<file path="src/rtl/dht11_ctrl.sv">
`timescale 1ns/1ps
// dht11_ctrl: single-wire DHT11 host controller.
// Issues the start pulse, times the sensor's response and 40 data bits in
// 10 us ticks, checks the checksum and publishes the last good reading.
module dht11_ctrl #(
  parameter int START_TICKS   = 2000,
  parameter int TIMEOUT_TICKS = 10,
  parameter int BIT1_THRESH   = 5
) (
  input  logic       clk,
  input  logic       rst,
  input  logic       clk_100khz,
  input  logic       start,
  input  logic       dht_in,
  output logic       dht_oe,
  output logic       busy,
  output logic [7:0] humi_int,
  output logic [7:0] humi_dec,
  output logic [7:0] temp_int,
  output logic [7:0] temp_dec,
  output logic       data_valid,
  output logic       err
);

  // Wide enough for the start pulse; sensor phases never get past the timeout.
  localparam int CNT_W = $clog2(START_TICKS + TIMEOUT_TICKS + 1);

  typedef enum logic [3:0] {
    IDLE, START_LOW, WAIT_RESP, RESP_L, RESP_H, BIT_L, BIT_H, CHECK, ERR
  } state_e;

  state_e           state_q, state_d;
  logic [CNT_W-1:0] cnt_q, cnt_d;
  logic [5:0]       bit_cnt_q, bit_cnt_d;
  logic [39:0]      shift_q, shift_d;
  logic [7:0]       humi_int_q, humi_int_d;
  logic [7:0]       humi_dec_q, humi_dec_d;
  logic [7:0]       temp_int_q, temp_int_d;
  logic [7:0]       temp_dec_q, temp_dec_d;
  logic             data_valid_q, data_valid_d;
  logic             err_q, err_d;
  logic             clk100_q, clk100_d;
  logic             sync1_q, sync1_d;
  logic             sync2_q, sync2_d;
  logic             din_q, din_d;

  logic             tick;
  logic             din_fall;
  logic             din_rise;
  logic             timeout;
  logic             bit_val;
  logic [7:0]       csum;

  // Input pipeline: divided-clock history, 2-FF pin synchronizer, edge history
  always_comb begin
    clk100_d = clk_100khz;
    sync1_d  = dht_in;
    sync2_d  = sync1_q;
    din_d    = sync2_q;
  end

  assign tick     = clk_100khz & ~clk100_q;
  assign din_fall = din_q & ~sync2_q;
  assign din_rise = ~din_q & sync2_q;
  assign timeout  = (cnt_q == CNT_W'(TIMEOUT_TICKS));
  assign bit_val  = (cnt_q >= CNT_W'(BIT1_THRESH));
  assign csum     = shift_q[39:32] + shift_q[31:24] + shift_q[23:16] + shift_q[15:8];

  // Next-state, datapath updates and pin/busy outputs for the protocol FSM
  always_comb begin
    // NOTE: every output of this block gets a default first so no path can
    // leave it unassigned and infer a latch.
    state_d      = state_q;
    bit_cnt_d    = bit_cnt_q;
    shift_d      = shift_q;
    humi_int_d   = humi_int_q;
    humi_dec_d   = humi_dec_q;
    temp_int_d   = temp_int_q;
    temp_dec_d   = temp_dec_q;
    data_valid_d = 1'b0;
    err_d        = 1'b0;
    dht_oe       = 1'b0;
    busy         = (state_q != IDLE);

    unique case (state_q)
      IDLE: begin
        if (start) state_d = START_LOW;
      end
      START_LOW: begin
        dht_oe = 1'b1;
        if (cnt_q == CNT_W'(START_TICKS)) state_d = WAIT_RESP;
      end
      // In each sensor-driven phase an edge beats a same-cycle timeout.
      WAIT_RESP: begin
        if (din_fall)     state_d = RESP_L;
        else if (timeout) state_d = ERR;
      end
      RESP_L: begin
        if (din_rise)     state_d = RESP_H;
        else if (timeout) state_d = ERR;
      end
      RESP_H: begin
        if (din_fall) begin
          state_d   = BIT_L;
          bit_cnt_d = '0;
        end else if (timeout) begin
          state_d = ERR;
        end
      end
      BIT_L: begin
        if (din_rise)     state_d = BIT_H;
        else if (timeout) state_d = ERR;
      end
      BIT_H: begin
        if (din_fall) begin
          shift_d   = {shift_q[38:0], bit_val};
          bit_cnt_d = bit_cnt_q + 6'd1;
          state_d   = (bit_cnt_q == 6'd39) ? CHECK : BIT_L;
        end else if (timeout) begin
          state_d = ERR;
        end
      end
      CHECK: begin
        if (csum == shift_q[7:0]) begin
          humi_int_d   = shift_q[39:32];
          humi_dec_d   = shift_q[31:24];
          temp_int_d   = shift_q[23:16];
          temp_dec_d   = shift_q[15:8];
          data_valid_d = 1'b1;
          state_d      = IDLE;
        end else begin
          state_d = ERR;
        end
      end
      ERR: begin
        err_d   = 1'b1;
        state_d = IDLE;
      end
      default: state_d = IDLE;
    endcase

    // Phase timer restarts on every state change and otherwise counts ticks.
    cnt_d = (state_d != state_q) ? '0 : cnt_q + CNT_W'(tick);
  end

  // State and datapath registers with synchronous reset
  always_ff @(posedge clk) begin
    // NOTE: sequential state uses non-blocking assignments so every flop
    // samples the pre-edge values, independent of statement order.
    if (rst) begin
      state_q      <= IDLE;
      cnt_q        <= '0;
      bit_cnt_q    <= '0;
      // NOTE: the 40-bit shift register is reset as well; it is flops, not
      // RAM, and a clean value keeps a stale frame from ever leaking out.
      shift_q      <= '0;
      humi_int_q   <= '0;
      humi_dec_q   <= '0;
      temp_int_q   <= '0;
      temp_dec_q   <= '0;
      data_valid_q <= 1'b0;
      err_q        <= 1'b0;
      clk100_q     <= 1'b0;
      sync1_q      <= 1'b1;
      sync2_q      <= 1'b1;
      din_q        <= 1'b1;
    end else begin
      state_q      <= state_d;
      cnt_q        <= cnt_d;
      bit_cnt_q    <= bit_cnt_d;
      shift_q      <= shift_d;
      humi_int_q   <= humi_int_d;
      humi_dec_q   <= humi_dec_d;
      temp_int_q   <= temp_int_d;
      temp_dec_q   <= temp_dec_d;
      data_valid_q <= data_valid_d;
      err_q        <= err_d;
      clk100_q     <= clk100_d;
      sync1_q      <= sync1_d;
      sync2_q      <= sync2_d;
      din_q        <= din_d;
    end
  end

  assign humi_int   = humi_int_q;
  assign humi_dec   = humi_dec_q;
  assign temp_int   = temp_int_q;
  assign temp_dec   = temp_dec_q;
  assign data_valid = data_valid_q;
  assign err        = err_q;

endmodule

</file>
<file path="config.mk">
export PLATFORM = sky130hd
export DESIGN_NAME = dht11_ctrl
export DESIGN_NICKNAME = d
export VERILOG_FILES = /design/src/rtl/dht11_ctrl.sv
export SDC_FILE = /design/constraint.sdc
export NUM_CORES = 1
export LEC_CHECK = 0
export BUFFER_PORTS_ARGS = -buffer_cell sky130_fd_sc_hd__clkbuf_2
export CAP_MARGIN = 25
export CORE_MARGIN = 2
export CORE_UTILIZATION = 59
export CTS_CLUSTER_DIAMETER = 40
export DETAILED_ROUTE_END_ITERATION = 6
export HOLD_SLACK_MARGIN = 0.08
export PLACE_DENSITY_LB_ADDON = 0.12
export SLEW_MARGIN = 10
export SYNTH_ARGS = -nofsm -noshare
export SYNTH_HDL_FRONTEND = slang
export SYNTH_SLANG_ARGS = --single-unit
</file>
<file path="constraint.sdc">
create_clock -name clk -period 4.8 [get_ports clk]
set_input_delay 0 -clock clk [delete_from_list [all_inputs] [get_ports clk]]
set_output_delay 0 -clock clk [all_outputs]
set_load 0.005 [all_outputs]
</file>
==> out/qor.yml, run 1 <==
yosys:
  ys_types: 52
  ys.flop_type: "dfxtp_1"
  netlist_instances: 548
  yosys_register_bits: 99
  syn_area_mm2: 0.00467
  ys_seq_area_frac: 0.425
  synth_warnings: 0
  synth_top_cell_area_share: 0.425
  synth.most_common_cell: "dfxtp_1"
  syn_avg_cell_area_um2: 8.52
  synth-edff-count: 0
  synth_common_cells: "dfxtp_1, nand2_1, a21oi_1"
  syn_nets: 577
  synth_top_cell_by_area: "dfxtp_1"
  async_flop_share: 0
  synth.top_cells.by_area: "dfxtp_1, a21oi_1, nand2_1"
sta:
  finalHoldViolations: 0
  max_freq_ghz: 0.245
  slew_headroom: 0.431
  tns_ps: 0
  setup_slack_ps: 713
  grt_setup_unrepaired: "false"
  skew_ps: 13.0
  worstMarginPinSlew_ps: 853
  fin_crit_sh: 0.851
  finalCriticalPeriod_ps: 4090
  final-setup-viol-count: 0
  slew_violations: 0
place:
  place_worst_setup_slack_ps: 630
  placed_area_mm2: 0.00490
  gp_congestion: 0.848
  placed_cells: 658
  port_buffers: 40
  dp_hpwl_um: 6740
clock_tree:
  tritoncts: "done"
  cts_hold_buffers: 3
  clockBufferDepth: 2
  path_clk_slew_ps: 100
  worstSkewPairLatency_ps: 370
  cts_max_level: 3
  cts_sinks: 99
  cts_buffers: 9
  postCtsResizedCells: 0
  postCtsSetupBuffers: 0
  cts_root_buffer: "clkbuf_8"
worst_setup_path:
  r2r_end: "humi_dec[7]$_SDFFE_PP0P_"
  arrival_ps: 4300
  max_stage_delay_ps: 680
  r2r_start: "shift_q[9]$_SDFFE_PP0P_"
  path_max_fanout: 20
  cpMostUsedCell: "fa_1"
  criticalPathCategory: "reg -> reg"
  crit_chain: "fa_1 -> inv_1 -> fa_1 -> inv_1 -> ha_1 -> fa_1 -> xor2_1 -> nor3_1 -> nand4b_1 -> a2111o_1 -> buf_8 -> o21ai_0 -> a21oi_1"
  cp-start-kind: "flop"
  cp.required_ps: 5010
  cp-end-kind: "flop"
  rr_worst_depth: 13
  r2r_setup_slack_ps: 710
  slowest_stage: "a2111o_1"
cells_and_area:
  multiInputGateArea_mm2: 0.00246
  synthToLayoutAreaGrowth_pct: 10.2
  stdcell_count: 678
  drive_gt1_frac: 0.130
  fillers: 647
  fin_util: 0.669
  n_antenna_cell: 0
  finalInstanceArea_mm2: 0.00514
  regArea_mm2: 0.00198
  final_nets: 600
detailed_routing:
  antenna_left: 0
  post-route-drc-count: 0
  drt_pass1_iterations: 5
  wl_um: 10300
  wire_per_inst_um: 15.3
  vias_per_cell: 5.85
  vias: 3967
  first_iter_violations: 251
global_routing:
  antenna_found_initial: 0
  overflow: 0
  grt_max_degree: 86
  grt_pass1_vias: 3691
  grt_first_pass_wirelength_um: 17900
  grt_usage: 0.259
die:
  rows: 32
  start_util: 0.607
  fp.coreArea_mm2: 0.00769
  dieArea_mm2: 0.00864
  die_y_um: 92.9
  ios: 41
  die_x_um: 92.9
run_status:
  outcome: "complete, no violations"
power_and_ir_drop:
  p_leak_nw: 1.92
  pwr_density_cell_mw_per_mm2: 274
  vdd_drop_max_uv: 178
hold_path:
  min_path_cells: 3
  worstHoldStart: "rst"
  min_path_type: "in -> reg"
  min_to: "clk100_q$_SDFF_PP0_"
job:
  maxCapViolCount: 0
cells in the final DEF, fill, tap and decap left out, types with 2 or more instances in the layout:
cell,n
dfxtp_1,99
nand2_1,87
a21oi_1,79
clkbuf_2,40
nand4_1,34
nor2_1,29
o21ai_1,28
inv_1,14
nand3_1,14
fa_1,14
xnor2_1,13
xor2_1,12
ha_1,10
o21ai_0,9
nor3_1,9
clkbuf_8,9
buf_4,7
nor2b_1,6
and3_1,5
nand3b_1,3
and2_1,3
or2_2,3
clkinv_4,3
dlygate4sd3_1,3
nor4_1,2
o21bai_1,2
xnor3_1,2
nand4b_1,2
a2111o_1,2
nand2b_1,2
nor4bb_1,2
a311oi_1,2
state kept, by name, summed over array words and instances, names as in the netlist:
| signal | cells |
|---|---|
| din_d | 1 |
| humi_dec | 8 |
| cnt_q | 11 |
| sync1_q | 1 |
| state_q | 4 |
| bit_cnt_q | 6 |
| temp_dec | 8 |
| shift_q | 40 |
| temp_int | 8 |
| clk100_q | 1 |
| humi_int | 8 |
| data_valid | 1 |
| err | 1 |
| din_q | 1 |
metrics by stage:
| stage | total power [mW] | hold WS (ps) |
|---|---|---|
| floorplan | 0.870 | 104 |
| CTS | 1.42 | 296 |
| finish | 1.41 | 278 |
| global route | 1.46 | 331 |
| detailed placement | 0.878 | 186 |
| global placement | 0.877 | 185 |
cell families (layout without fill, tap and decap cells):
family,Yosys count,count (layout),share of synthesized area
AO/OA/AOI/OAI,135,135,0.162
adder cells (fa/ha/maj),24,24,0.0869
flip-flops,99,99,0.425
buffers and inverters,54,82,0.0512
AND/OR/NAND/NOR,207,207,0.215
XOR/XNOR,29,29,0.0603
per-layer routing:
metal / part of all wire / global-route usage
met5: 0 / 0
met4: 0.011 / 0.0858
met3: 0.057 / 0.0391
met2: 0.45 / 0.384
met1: 0.48 / 0.388
worst max-delay path: cells and delay by family (launching register included):
family,cells,cell delay (ps)
AO/OA/AOI/OAI,3,930
XOR/XNOR,1,150
buffers and inverters,3,360
flip-flops,1,360
adder cells (fa/ha/maj),4,1720
AND/OR/NAND/NOR,2,400
cell type report:
type / count / area share
well taps: 102 / 0.0248
inverters: 14 / 0.0102
repair buffers: 52 / 0.0618
flip-flops and latches: 99 / 0.385
clock inverters: 7 / 0.0151
clock buffers: 9 / 0.0241
multi-input cells: 395 / 0.479
report_power, final:
part,total (mW),internal (mW),switching [mW],leakage [nW]
Clock,0.548,0.245,0.303,0.0998
Combinational,0.0338,0.0118,0.0221,1.02
Sequential,0.827,0.824,0.00352,0.798
Total,1.41,1.08,0.329,1.92
how the worst max path moves through the flow:
stage	start	endpoint	cells after the start	slack, ps
2_1_floorplan	shift_q[9]$_SDFFE_PP0P_	humi_dec[0]$_SDFFE_PP0P_	13	1270
4_1_cts	shift_q[9]$_SDFFE_PP0P_	temp_dec[0]$_SDFFE_PP0P_	12	590
5_1_grt	shift_q[9]$_SDFFE_PP0P_	humi_dec[7]$_SDFFE_PP0P_	13	510
3_5_place_dp	shift_q[9]$_SDFFE_PP0P_	temp_int[4]$_SDFFE_PP0P_	12	630
3_3_place_gp	shift_q[9]$_SDFFE_PP0P_	temp_int[4]$_SDFFE_PP0P_	12	730
6_report	shift_q[9]$_SDFFE_PP0P_	humi_dec[7]$_SDFFE_PP0P_	13	710
(Power assumes the default switching activity.)
==> run 2: changes to the inputs <==
Settings changed: ABC_AREA set to 1.
==> out/qor.yml, run 2 <==
sta:
  grt_setup_unrepaired: "false"
  hold-worst-slack_ps: 418  # +140 ps
  worstMarginPinSlew_ps: 707  # -146 ps
  finalCriticalPeriod_ps: 3990  # -94.4 ps
  fin_crit_sh: 0.832  # -0.0197
  finalHoldViolations: 0  # unchanged
  skew_ps: 12.9  # -0.139 ps
  slew_headroom: 0.528  # +0.0971
  slew_violations: 0  # unchanged
  tns_ps: 0  # unchanged
  final-setup-viol-count: 0  # unchanged
  max_freq_ghz: 0.250  # +2.4%
  setup_slack_ps: 808  # +94.4 ps
place:
  gp_congestion: 0.900  # +6.1%
  dp_hpwl_um: 7720  # +15%
  placed_area_mm2: 0.00533  # +8.9%
  place_worst_setup_slack_ps: 856  # +226 ps
  port_buffers: 40  # unchanged
power_and_ir_drop:
  p_leak_nw: 2.61  # +36%
  pwr_density_cell_mw_per_mm2: 256  # -6.5%
  vdd_drop_max_uv: 150  # -16%
worst_setup_path:
  max_stage_delay_ps: 690  # about the same
  path_max_fanout: 33  # +65%
  crit_family: "simple AND/OR/NAND/NOR gates"
  cp.buffers_inverters: 1  # -2
  arrival_ps: 4300  # about the same
  r2r_start: "shift_q[12]$_SDFFE_PP0P_"
  cp-start-kind: "flop"
  cp-end-kind: "flop"
  cp.required_ps: 5110  # +100 ps
  criticalPathCategory: "reg -> reg"
  startpoint: "shift_q[12]$_SDFFE_PP0P_"
  slowest_stage: "nand3_2"
  crit_chain: "fa_1 -> fa_1 -> ha_1 -> a21oi_1 -> or2_2 -> nand3_1 -> nand3_1 -> nand2_1 -> nand3_2 -> nand2_1 -> inv_1 -> nor2_1"
run_status:
  outcome: "complete, no violations"
yosys:
  synth_common_cells: "nand2_1, inv_1, dfxtp_1"
  syn_avg_cell_area_um2: 6.88  # -19%
  synth-edff-count: 0  # unchanged
  synth_top_cell_area_share: 0.390  # -0.0349
  synth.most_common_cell: "nand2_1"
  syn_nets: 768  # +33%
  synth.top_cells.by_area: "dfxtp_1, nand2_1, inv_1"
  ys_types: 28  # -46%
  async_flop_share: 0  # unchanged
  ys.flop_type: "dfxtp_1"
  syn_area_mm2: 0.00508  # +9.0%
  synth_warnings: 0  # unchanged
  yosys_register_bits: 99  # unchanged
  netlist_instances: 739  # +35%
  synth_top_cell_by_area: "dfxtp_1"
  ys_seq_area_frac: 0.390  # -0.0349
cells_and_area:
  fin_util: 0.675  # +0.00554
  largestRegisters: "shift_q: 40 flops, cnt_q: 11 flops"
  finalInstanceArea_mm2: 0.00560  # +8.9%
  fillers: 771  # +19%
  drive_gt1_frac: 0.0890  # -0.0412
  final_common_cell: "nand2_1"
  layout_common_cells: "nand2_1, inv_1, dfxtp_1"
  synthToLayoutAreaGrowth_pct: 10.1  # about the same
  final_nets: 799  # +33%
  largest-register: "shift_q"
  largest_register_ff_count: 40  # unchanged
  n_antenna_cell: 0  # unchanged
detailed_routing:
  vias_per_cell: 5.02  # -14%
  antenna_left: 0  # unchanged
  wire_per_inst_um: 12.1  # -21%
  post-route-drc-count: 0  # unchanged
  vias: 4418  # +11%
  first_iter_violations: 186  # -26%
  drt_pass1_iterations: 4  # -1
  wl_um: 10600  # +2.7%
clock_tree:
  worstSkewPairLatency_ps: 370  # about the same
  cts_root_buffer: "clkbuf_8"
  cts_buffers: 9  # unchanged
  postCtsSetupBuffers: 0  # unchanged
  clockBufferDepth: 2  # unchanged
  cts_max_level: 3  # unchanged
  path_clk_slew_ps: 100  # about the same
  cts_sinks: 99  # unchanged
  tritoncts: "done"
die:
  start_util: 0.613  # +0.00560
  die_y_um: 96.8  # +4.2%
  die_x_um: 96.8  # +4.2%
  rows: 33  # +3.1%
  fp.coreArea_mm2: 0.00830  # +8.0%
  dieArea_mm2: 0.00938  # +8.6%
  ios: 41  # unchanged
hold_path:
  worstHoldStart: "sync1_q$_SDFF_PP1_"
  min_path_type: "reg -> reg"
global_routing:
  grt_max_degree: 80  # -7.0%
  grt_pass1_vias: 4124  # +12%
  antenna_found_initial: 0  # unchanged
  overflow: 0  # unchanged
  grt_usage: 0.235  # -0.0244
  grt_first_pass_wirelength_um: 18400  # +3.0%
job:
  maxCapViolCount: 0  # unchanged
==> run 2: final cells by class <==
class	count	area (µm²)	share of cell area
multi-input cells	452	2390	0.427
flip-flops and latches	99	1980	0.354
inverters	157	589	0.105
repair buffers	51	298	0.0532
clock buffers	10	138	0.0246
well taps	105	131	0.0235
clock inverters	6	68.8	0.0123
==> run 2: metal layers <==
| metal | vias up | GRT usage | share of wire |
|---|---|---|---|
| met5 | - | 0 | 0 |
| met4 | 0 | 0.0553 | 0.011 |
| met3 | 9 | 0.0462 | 0.039 |
| met2 | 72 | 0.414 | 0.50 |
| met1 | 1994 | 0.296 | 0.45 |
| li1 | 2343 | - | - |
==> run 2: kinds of logic (layout without fill, tap and decap cells) <==
kind of cell | after synthesis | after routing | synth area share
adders and majority gates | 24 | 24 | 0.0797
and+or+nand+nor | 314 | 314 | 0.267
buffers and inverters | 188 | 224 | 0.142
DFF | 99 | 99 | 0.390
xor gates and xnor gates | 10 | 10 | 0.0172
AOI/OAI and AO/OA | 104 | 104 | 0.104
==> run 2: path summary, 6_finish.rpt <==
kind / endpoint / depth (start not counted) / slack (ps)
worst max-delay path: temp_dec[3]$_SDFFE_PP0P_ / 12 / 810
worst min-delay path: din_d$_SDFF_PP1_ / 1 / 420
worst max register to register: temp_dec[3]$_SDFFE_PP0P_ / 12 / 810
worst min register to register: din_d$_SDFF_PP1_ / 1 / 420
==> run 2: timing repair <==
item / in CTS / in global routing
gates resized for setup: 0 / 0
hold buffers: 6 / 0
endpoints found under the hold margin: 12 / 0
==> run 2: metrics by stage <==
step | power (mW) | std cells
2_1_floorplan | 0.873 | 739
3_3_place_gp | 0.883 | 858
3_5_place_dp | 0.883 | 858
4_1_cts | 1.44 | 880
5_1_grt | 1.48 | 880
6_report | 1.43 | 880
==> run 2: where the power goes <==
| group | internal [mW] | switching (mW) | leakage, nW |
|---|---|---|---|
| clock network | 0.260 | 0.307 | 0.104 |
| logic | 0.0149 | 0.0265 | 1.70 |
| registers | 0.824 | 0.00207 | 0.798 |
